<file path="config.mk">
export PLATFORM = sky130hd
export DESIGN_NAME = checker_query_engine
export DESIGN_NICKNAME = d
export VERILOG_FILES = /design/src/rtl/checker_query_engine_pkg.sv /design/src/rtl/checker_query_engine_lfsr16.sv /design/src/rtl/checker_query_engine.sv
export SDC_FILE = /design/constraint.sdc
export NUM_CORES = 1
export LEC_CHECK = 0
export CORE_ASPECT_RATIO = 1.1
export CORE_MARGIN = 2
export CORE_UTILIZATION = 45
export CTS_BUF_LIST = sky130_fd_sc_hd__clkbuf_8
export CTS_CLUSTER_SIZE = 16
export DETAILED_ROUTE_END_ITERATION = 16
export PLACE_DENSITY = 0.8
export SYNTH_ARGS = -nofsm -noshare
export SYNTH_HDL_FRONTEND = slang
export SYNTH_SLANG_ARGS = --single-unit
export TNS_END_PERCENT = 1
</file>
<file path="constraint.sdc">
create_clock -name clk -period 6 [get_ports clk]
set_input_delay 0.9 -clock clk [delete_from_list [all_inputs] [get_ports clk]]
set_output_delay 0.9 -clock clk [all_outputs]
set_load 0.01 [all_outputs]
</file>
<file path="src/rtl/checker_query_engine_pkg.sv">
// Shared types and constants for the checker query engine: FSM states,
// LFSR feedback taps and the default seed.
package checker_query_engine_pkg;

    typedef enum logic [2:0] {
        ST_IDLE,
        ST_RST1,
        ST_RST2,
        ST_RUN,
        ST_DONE
    } state_t;

    // Fibonacci taps 16,14,13,11 expressed as bit positions 15,13,12,10.
    localparam logic [15:0] LFSR_TAPS     = 16'hB400;
    localparam logic [15:0] LFSR_SEED_DEF = 16'hACE1;

    function automatic logic [15:0] lfsr_next(input logic [15:0] v);
        return {v[14:0], ^(v & LFSR_TAPS)};
    endfunction

endpackage

</file>
<file path="src/rtl/checker_query_engine_lfsr16.sv">
// 16-bit left-shifting Fibonacci LFSR with synchronous load and step.
module lfsr16
    import checker_query_engine_pkg::*;
#(
    parameter logic [15:0] RST_VAL = LFSR_SEED_DEF
) (
    input  logic        clk,
    input  logic        rst,
    input  logic        load,
    input  logic        step,
    input  logic [15:0] seed,
    output logic [15:0] value
);

    always_ff @(posedge clk or negedge rst) begin
        if (!rst) begin
            value <= RST_VAL;
        end else if (load) begin
            value <= seed;
        end else if (step) begin
            value <= lfsr_next(value);
        end
    end

endmodule

</file>
<file path="src/rtl/checker_query_engine.sv">
// Drives identical LFSR stimulus into a locked and an oracle FSM instance and
// reports the first vector whose responses differ.
module checker_query_engine
    import checker_query_engine_pkg::*;
#(
    parameter int          X_W      = 10,
    parameter int          Y_W      = 11,
    parameter int          LEN_W    = 8,
    parameter logic [15:0] SEED_DEF = LFSR_SEED_DEF
) (
    input  logic             clk,
    input  logic             rst,
    input  logic             start,
    input  logic [15:0]      seed,
    input  logic [LEN_W-1:0] len,
    input  logic             key_val,
    output logic [X_W-1:0]   x_out,
    output logic             key_out,
    output logic             dut_rst,
    input  logic [Y_W-1:0]   y_lock,
    input  logic [Y_W-1:0]   y_orac,
    output logic             busy,
    output logic             done,
    output logic             mismatch,
    output logic [LEN_W-1:0] mismatch_idx,
    output logic [Y_W-1:0]   mismatch_vec,
    output state_t           dbg_state
);

    // Host handshake: start is a request taken only while busy is low; each
    // accepted start yields exactly one done pulse, and mismatch/mismatch_idx/
    // mismatch_vec are valid from that pulse until the next accepted start.

    state_t           state_q, state_d;
    logic [LEN_W-1:0] len_q;
    logic [LEN_W-1:0] idx_q;
    logic             key_q;
    logic [15:0]      lfsr_val;
    logic [15:0]      seed_eff;
    logic             start_acc;
    logic             resp_diff;
    logic             last_vec;
    logic             lfsr_step;
    logic             lfsr_unused;

    assign seed_eff    = (seed == 16'h0000) ? SEED_DEF : seed;
    assign resp_diff   = (y_lock != y_orac);
    assign last_vec    = (idx_q == len_q - 1'b1);
    assign lfsr_unused = ^lfsr_val[15:X_W];

    lfsr16 #(.RST_VAL(SEED_DEF)) u_lfsr (
        .clk   (clk),
        .rst   (rst),
        .load  (start_acc),
        .step  (lfsr_step),
        .seed  (seed_eff),
        .value (lfsr_val)
    );

    always_ff @(posedge clk or negedge rst) begin
        if (!rst) begin
            state_q <= ST_IDLE;
        end else begin
            state_q <= state_d;
        end
    end

    always_comb begin
        state_d   = state_q;
        start_acc = 1'b0;
        lfsr_step = 1'b0;
        case (state_q)
            ST_IDLE: begin
                if (start) begin
                    start_acc = 1'b1;
                    state_d   = ST_RST1;
                end
            end
            ST_RST1: state_d = ST_RST2;
            ST_RST2: state_d = (len_q == '0) ? ST_DONE : ST_RUN;
            ST_RUN: begin
                if (resp_diff || last_vec) begin
                    state_d = ST_DONE;
                end else begin
                    lfsr_step = 1'b1;
                end
            end
            ST_DONE: state_d = ST_IDLE;
            default: state_d = ST_IDLE;
        endcase
    end

    always_comb begin
        x_out     = (state_q == ST_RUN) ? lfsr_val[X_W-1:0] : '0;
        dut_rst   = (state_q == ST_RST1) || (state_q == ST_RST2);
        busy      = (state_q != ST_IDLE);
        done      = (state_q == ST_DONE);
        key_out   = key_q;
        dbg_state = state_q;
    end

    // Run context and result registers; results persist past DONE.
    always_ff @(posedge clk or negedge rst) begin
        if (!rst) begin
            len_q        <= '0;
            idx_q        <= '0;
            key_q        <= 1'b0;
            mismatch     <= 1'b0;
            mismatch_idx <= '0;
            mismatch_vec <= '0;
        end else begin
            if (start_acc) begin
                len_q        <= len;
                key_q        <= key_val;
                mismatch     <= 1'b0;
                mismatch_idx <= '0;
                mismatch_vec <= '0;
            end
            if (state_q == ST_RST2) begin
                idx_q <= '0;
            end else if (lfsr_step) begin
                idx_q <= idx_q + 1'b1;
            end
            if (state_q == ST_RUN && resp_diff) begin
                mismatch     <= 1'b1;
                mismatch_idx <= idx_q;
                mismatch_vec <= y_lock ^ y_orac;
            end
        end
    end

endmodule

</file>
==> results of run 1 <==
-- stage by stage --
| step | cells | total power [mW] | worst slack, ns | instance area, sq um |
|---|---|---|---|---|
| global placement | 476 | 1.39 | 2.34 | 3900 |
| global route | 484 | 1.83 | 2.36 | 4040 |
| finish | 484 | 1.71 | 2.55 | 4040 |
| CTS | 484 | 1.72 | 2.56 | 4040 |
| floorplan | 323 | 1.11 | 3.42 | 3010 |
| detailed placement | 476 | 1.42 | 2.21 | 3900 |
-- flip-flops by register name (all words and copies together) (netlist names) --
name / cells
u_lfsr.value: 16
mismatch_vec: 11
idx_q: 8
len_q: 8
mismatch_idx: 8
dbg_state: 3
key_out: 1
mismatch: 1
-- worst reg2reg max path: stages (launching register included) --
cell,delay (ns)
dfrtp_1,0.44
inv_1,0.12
ha_1,0.21
nor2b_1,0.22
a21oi_1,0.14
a2111oi_4,0.43
a41oi_2,0.43
buf_4,0.36
nor2_2,0.33
a221o_1,0.21
-- power by group --
part	switching [mW]	internal (mW)
sequential	0.130	0.524
combinational	0.384	0.375
clock	0.131	0.168
total	0.645	1.07
-- cell usage after synthesis, types with 2 or more instances --
library cell | count | area (sq um)
and3_1 | 2 | 12.5
o21bai_1 | 2 | 15.0
buf_4 | 2 | 15.0
nand4_1 | 7 | 43.8
mux2i_1 | 11 | 110
buf_6 | 2 | 22.5
inv_1 | 4 | 15.0
o2bb2ai_1 | 2 | 17.5
clkbuf_1 | 13 | 48.8
nor2_1 | 31 | 116
nand2_1 | 56 | 210
xnor2_1 | 20 | 175
ha_1 | 3 | 37.5
o21ai_0 | 20 | 100
nand2b_1 | 5 | 31.3
a21oi_1 | 14 | 70.1
nand3_1 | 13 | 65.1
xor2_1 | 4 | 35.0
and2_1 | 14 | 87.6
dfrtp_1 | 48 | 1200
nor3_1 | 4 | 20.0
and3b_1 | 2 | 17.5
a221o_1 | 6 | 60.1
nor4_1 | 5 | 31.3
dfstp_2 | 8 | 210
-- cells by family (layout without fill, tap and decap cells) --
group           count (synthesis)  count (layout)  share of synthesized area
fa+ha+maj                       3               3                     0.0125
compound gates                 58              58                      0.134
mux                            11              11                     0.0365
xor+xnor                       24              24                     0.0697
flops                          56              56                      0.468
simple gates                  149             149                      0.244
buf+inv                        22             101                     0.0353
-- final cells by class --
cell class | instances | area [sq um] | area share
flip-flops and latches | 56 | 1410 | 0.349
multi-input cells | 245 | 1500 | 0.370
repair buffers | 89 | 878 | 0.217
clock inverters | 3 | 68.8 | 0.0170
inverters | 4 | 15.0 | 0.00372
well taps | 82 | 103 | 0.0254
clock buffers | 5 | 68.8 | 0.0170
-- layout by cell type (no fill, tap or decap), types with 4 or more instances in the layout --
master,n
clkdlybuf4s50_1,85
nand2_1,56
dfrtp_1,48
nor2_1,31
xnor2_1,20
o21ai_0,20
and2_1,14
a21oi_1,14
nand3_1,13
mux2i_1,11
dfstp_2,8
nand4_1,7
a221o_1,6
nor4_1,5
nand2b_1,5
clkbuf_8,5
inv_1,4
nor3_1,4
xor2_1,4
-- metal layers --
layer  part of all wire  vias to the layer above
li1                   -                     1270
met4              0.019                        0
met2               0.50                      108
met1               0.41                     1226
met3              0.078                       16
met5                  0                        -
-- final timing paths --
check	from	end	slack (ns)	cells past startpoint
max in group asynchronous	rst	len_q[1]$_DFFE_PN0P_	4.83	2
worst min register to register	key_out$_DFFE_PN0P_	key_out$_DFFE_PN0P_	0.49	2
worst max-delay path	y_orac[4]	u_lfsr.value[6]$_DFFE_PN1P_	2.55	8
worst min-delay path	key_out$_DFFE_PN0P_	key_out$_DFFE_PN0P_	0.49	2
min in group asynchronous	rst	idx_q[7]$_DFFE_PN0P_	0.71	2
worst max register to register	len_q[0]$_DFFE_PN0P_	u_lfsr.value[6]$_DFFE_PN1P_	3.07	9
==> flow_summary.json, run 1 <==
{
  "rows": 31,
  "netlist_instances": 323,
  "synth_ff_type": "dfrtp_1",
  "cts_resized": 0,
  "vias_per_cell": 5.41,
  "grt_max_degree": 57,
  "path_buf_inv": 2,
  "ys_types": 50,
  "fin_util": 0.620,
  "use_met2": 0.330,
  "antenna_found_initial": 0,
  "port-buffer-count": 86,
  "nets": 454,
  "core_area_sq_um": 6520,
  "worst_ep_arrival_time_ns": 3.70,
  "clock_path_buffers": 2,
  "crit_chain": "clkdlybuf4s50_1 > xnor2_1 > nand4_1 > or4_1 > a41oi_2 > buf_4 > nor2_2 > a221o_1",
  "drv_slew": 0,
  "critPathMaxStageDelay_ns": 0.60,
  "path_max_fanout": 17,
  "n_fill_cell": 555,
  "skew_ns": 0.00833,
  "io_pins": 87,
  "drtPass1Iterations": 4,
  "drive_gt1_frac": 0.0697,
  "die_h_um": 89.8,
  "p_leak_nw": 1.70,
  "drv_cap": 0,
  "overflow": 0,
  "cts_tree": "yes",
  "start_kind": "input pin",
  "postRouteAntennaNets": 0,
  "worst_pin_slew_ns": 0.859,
  "antenna_cells": 0,
  "grtUsageTotal": 0.211,
  "root_buffer": "clkbuf_8",
  "grt_pass1_vias": 2647,
  "max_slew_margin": 0.425,
  "num_vias": 2620,
  "hold_ws_ns": 0.493,
  "synth_area_sq_um": 3010,
  "power_density_nw_per_um2": 424,
  "grt_util_met1": 0.284,
  "critical-path-top-delay-family": "compound AO/OA/AOI/OAI gates",
  "post_cts_buffers": 0,
  "drtIter0Drc": 177,
  "fin_crit_ns": 3.45,
  "final-setup-viol-count": 0,
  "status": "finished, final reports clean",
  "rsz0062_at_grt": "no",
  "synth_seq_cells": 56,
  "end_kind": "flip-flop",
  "fin_crit_sh": 0.575,
  "place.gp.congestion": 0.868,
  "async_flop_share": 1.00,
  "path_clk_slew_ns": 0.10,
  "numCtsBuffers": 5,
  "met3_usage": 0.0633,
  "initial_core_util": 0.463,
  "crit_required_ns": 6.25,
  "fmax_mhz": 290,
  "ys_seq_area_frac": 0.468,
  "syn_avg_cell_area_sq_um": 9.33,
  "drc_errors": 0,
  "yosysWarnings": 0,
  "dp.final_hpwl_um": 5330,
  "die_area_sq_um": 7370,
  "synth_edf_count": 0,
  "synth_nets": 376,
  "wire_per_inst_um": 15.2,
  "fin_setup_tns_ns": 0,
  "slowest_stage": "or4_1",
  "cts_num_sinks": 56,
  "wirelength_um": 7340,
  "busiest_layer": "met2",
  "critPathKind": "in -> reg",
  "die_width_um": 82.0,
  "h-tree-depth": 2,
  "ir_worst_vdd_mv": 0.206,
  "clk_latency_ns": 0.32,
  "holdBufCountCts": 0,
  "hold_path_class": "reg -> reg",
  "grt_pass1_wl_um": 12400,
  "syn2layout_area_growth_pct": 34.1,
  "final_hold_viol_count": 0
}
(Power assumes the default switching activity.)
==> inputs of run 2 (changes only) <==
--- a/config.mk
+++ b/config.mk
@@ -11,7 +11,7 @@
 export CTS_BUF_LIST = sky130_fd_sc_hd__clkbuf_8
 export CTS_CLUSTER_SIZE = 16
 export DETAILED_ROUTE_END_ITERATION = 16
-export PLACE_DENSITY = 0.8
+export PLACE_DENSITY = 0.83
 export SYNTH_ARGS = -nofsm -noshare
 export SYNTH_HDL_FRONTEND = slang
 export SYNTH_SLANG_ARGS = --single-unit
==> constraint.sdc (replaced) <==
create_clock -name clk -period 2.95 [get_ports clk]
set_input_delay 0.4425 -clock clk [delete_from_list [all_inputs] [get_ports clk]]
set_output_delay 0.4425 -clock clk [all_outputs]
set_load 0.01 [all_outputs]
==> run 2 against run 1 <==
Compared with the run above:
- register-to-register slack got worse by 2.7 ns
- sequential power increased by 100%
- clock power up 47%
- power grew 97%
- global-route usage grew 0.37 points
- core utilization stayed put
- clock skew grew 0.0066 ns
- combinational power increased by 110%
- critical endpoint is now u_lfsr.value[5]$_DFFE_PN1P_
- largest cell class unchanged
- largest power group unchanged
==> flow_summary.json, run 2 (synthesis results as in run 1) <==
{
  "status": "finished, final reports clean",
  "drc_errors": 0,
  "syn2layout_area_growth_pct": 34.1,
  "p_sw_mw": 1.35,
  "r2r_setup_slack_ns": 0.37,
  "n_fill_cell": 539,
  "final_common_cell": "clkdlybuf4s50_1",
  "grt_pass1_wl_um": 12500,
  "io_pins": 87,
  "fin_crit_sh": 0.876,
  "worst_pin_slew_ns": 0.928,
  "path_max_fanout": 30,
  "dp.cells": 480,
  "end_kind": "flip-flop",
  "nets": 458,
  "worst_ep_arrival_time_ns": 2.84,
  "rsz0062_at_grt": "no",
  "initial_core_util": 0.463,
  "p_int_mw": 2.03,
  "p_leak_nw": 1.70,
  "antenna_found_initial": 0,
  "ir_worst_vdd_mv": 0.506,
  "p_comb_frac": 0.473,
  "grt_pass1_vias": 2757,
  "die_width_um": 82.0,
  "seqCellArea_sq_um": 1410,
  "die_h_um": 89.8,
  "skew_ns": 0.0149,
  "pwr-share-clk": 0.130,
  "die_area_sq_um": 7370,
  "path_clk_slew_ns": 0.12,
  "fin_cells": 488,
  "fmax_mhz": 387,
  "seqPwrFrac": 0.397,
  "final_hold_viol_count": 0,
  "regMostFlops": "u_lfsr.value",
  "overflow": 0,
  "crit_required_ns": 3.20,
  "grtUsageTotal": 0.215,
  "hold_path_class": "in -> async",
  "drv_cap": 0,
  "cts_tree": "yes",
  "largestRegisters": "u_lfsr.value x16, mismatch_vec x11",
  "port-buffer-count": 86,
  "num_vias": 2689,
  "drtIter0Drc": 224,
  "critPathKind": "reg -> reg",
  "antenna_cells": 0,
  "dp.final_hpwl_um": 5670,
  "final_cell_mix": "clkdlybuf4s50_1, nand2_1, dfrtp_1, nor2_1",
  "place.gp.congestion": 0.845,
  "drive_gt1_frac": 0.0788,
  "final-setup-viol-count": 0,
  "vias_per_cell": 5.51,
  "holdBufCountCts": 0,
  "drtPass1Iterations": 4,
  "root_buffer": "clkbuf_8",
  "postRouteAntennaNets": 0,
  "cts_resized": 0,
  "drv_slew": 0,
  "max_slew_margin": 0.379,
  "h-tree-depth": 2,
  "wirelength_um": 7520,
  "fin_setup_tns_ns": 0,
  "post_cts_buffers": 0,
  "clock_path_buffers": 2,
  "cts_num_sinks": 56,
  "p_sw_frac": 0.399,
  "largest_register_ffs": 16,
  "numCtsBuffers": 5,
  "fin_util": 0.620,
  "grt_max_degree": 57,
  "hold_ws_ns": 0.249,
  "multiInputGateArea_sq_um": 1500,
  "rows": 31,
  "wire_per_inst_um": 15.4,
  "clk_latency_ns": 0.32,
  "fin_crit_ns": 2.58,
  "power_density_nw_per_um2": 835,
  "start_kind": "flip-flop",
  "core_area_sq_um": 6520
}
[run 2: final timing paths]
check                                                  from                     endpoint  cells after the start
worst min register to register  u_lfsr.value[0]$_DFFE_PN1P_  u_lfsr.value[0]$_DFFE_PN1P_                      1
max in group asynchronous                               rst  u_lfsr.value[8]$_DFFE_PN0P_                      2
worst min-delay path                                    rst  mismatch_idx[0]$_DFFE_PN0P_                      2
worst max-delay path                   len_q[0]$_DFFE_PN0P_  u_lfsr.value[5]$_DFFE_PN1P_                      9
worst max register to register         len_q[0]$_DFFE_PN0P_  u_lfsr.value[5]$_DFFE_PN1P_                      9
min in group clk                u_lfsr.value[0]$_DFFE_PN1P_  u_lfsr.value[0]$_DFFE_PN1P_                      1
[run 2: cell type report]
| class | count | share of cell area |
|---|---|---|
| Tap cell | 82 | 0.0254 |
| Inverter | 4 | 0.00372 |
| Clock buffer | 5 | 0.0170 |
| Timing Repair Buffer | 93 | 0.228 |
| Sequential cell | 56 | 0.349 |
| Clock inverter | 3 | 0.00650 |
| Multi-Input combinational cell | 245 | 0.370 |
[run 2: critical path, cell delays in order, from the launching register on]
cell	delay [ns]
dfrtp_1	0.44
inv_1	0.11
ha_1	0.20
nor2b_1	0.25
a21oi_1	0.15
a2111oi_4	0.43
a41oi_2	0.20
buf_12	0.21
nor2_2	0.30
a221o_1	0.21
[run 2: per-layer routing]
| metal | vias to the layer above | GRT usage | wire length [um] |
|---|---|---|---|
| li1 | 1286 | - | - |
| met1 | 1293 | 0.282 | 3030 |
| met2 | 96 | 0.341 | 3790 |
| met3 | 14 | 0.0532 | 540 |
| met4 | 0 | 0.0778 | 152 |
| met5 | - | 0 | 0 |
[run 2: metrics by stage]
stage	cell area [sq um]	power, mW	setup slack, ns
6_report	4040	3.37	0.367
5_1_grt	4040	3.61	0.256
4_1_cts	4040	3.38	0.410
3_5_place_dp	3950	2.94	0.157
3_3_place_gp	3950	2.86	0.249
2_1_floorplan	3010	2.26	0.830
[run 2: power by group through the flow]
| stage | Clock [mW] | Sequential, mW | Combinational (mW) |
|---|---|---|---|
| after floorplan | 0 | 1.28 | 0.983 |
| after global placement | 0 | 1.33 | 1.53 |
| after detailed placement | 0 | 1.35 | 1.59 |
| after CTS | 0.445 | 1.34 | 1.60 |
| after global routing | 0.476 | 1.38 | 1.75 |
| final | 0.439 | 1.34 | 1.60 |
==> inputs of run 3 (changes only) <==
--- a/config.mk
+++ b/config.mk
@@ -9,6 +9,7 @@
 export CORE_MARGIN = 2
 export CORE_UTILIZATION = 45
 export CTS_BUF_LIST = sky130_fd_sc_hd__clkbuf_8
+export CTS_CLUSTER_DIAMETER = 150
 export CTS_CLUSTER_SIZE = 16
 export DETAILED_ROUTE_END_ITERATION = 16
 export PLACE_DENSITY = 0.83
==> results of run 3 <==
Final layout, timing and power as in run 2 (identical DEF).
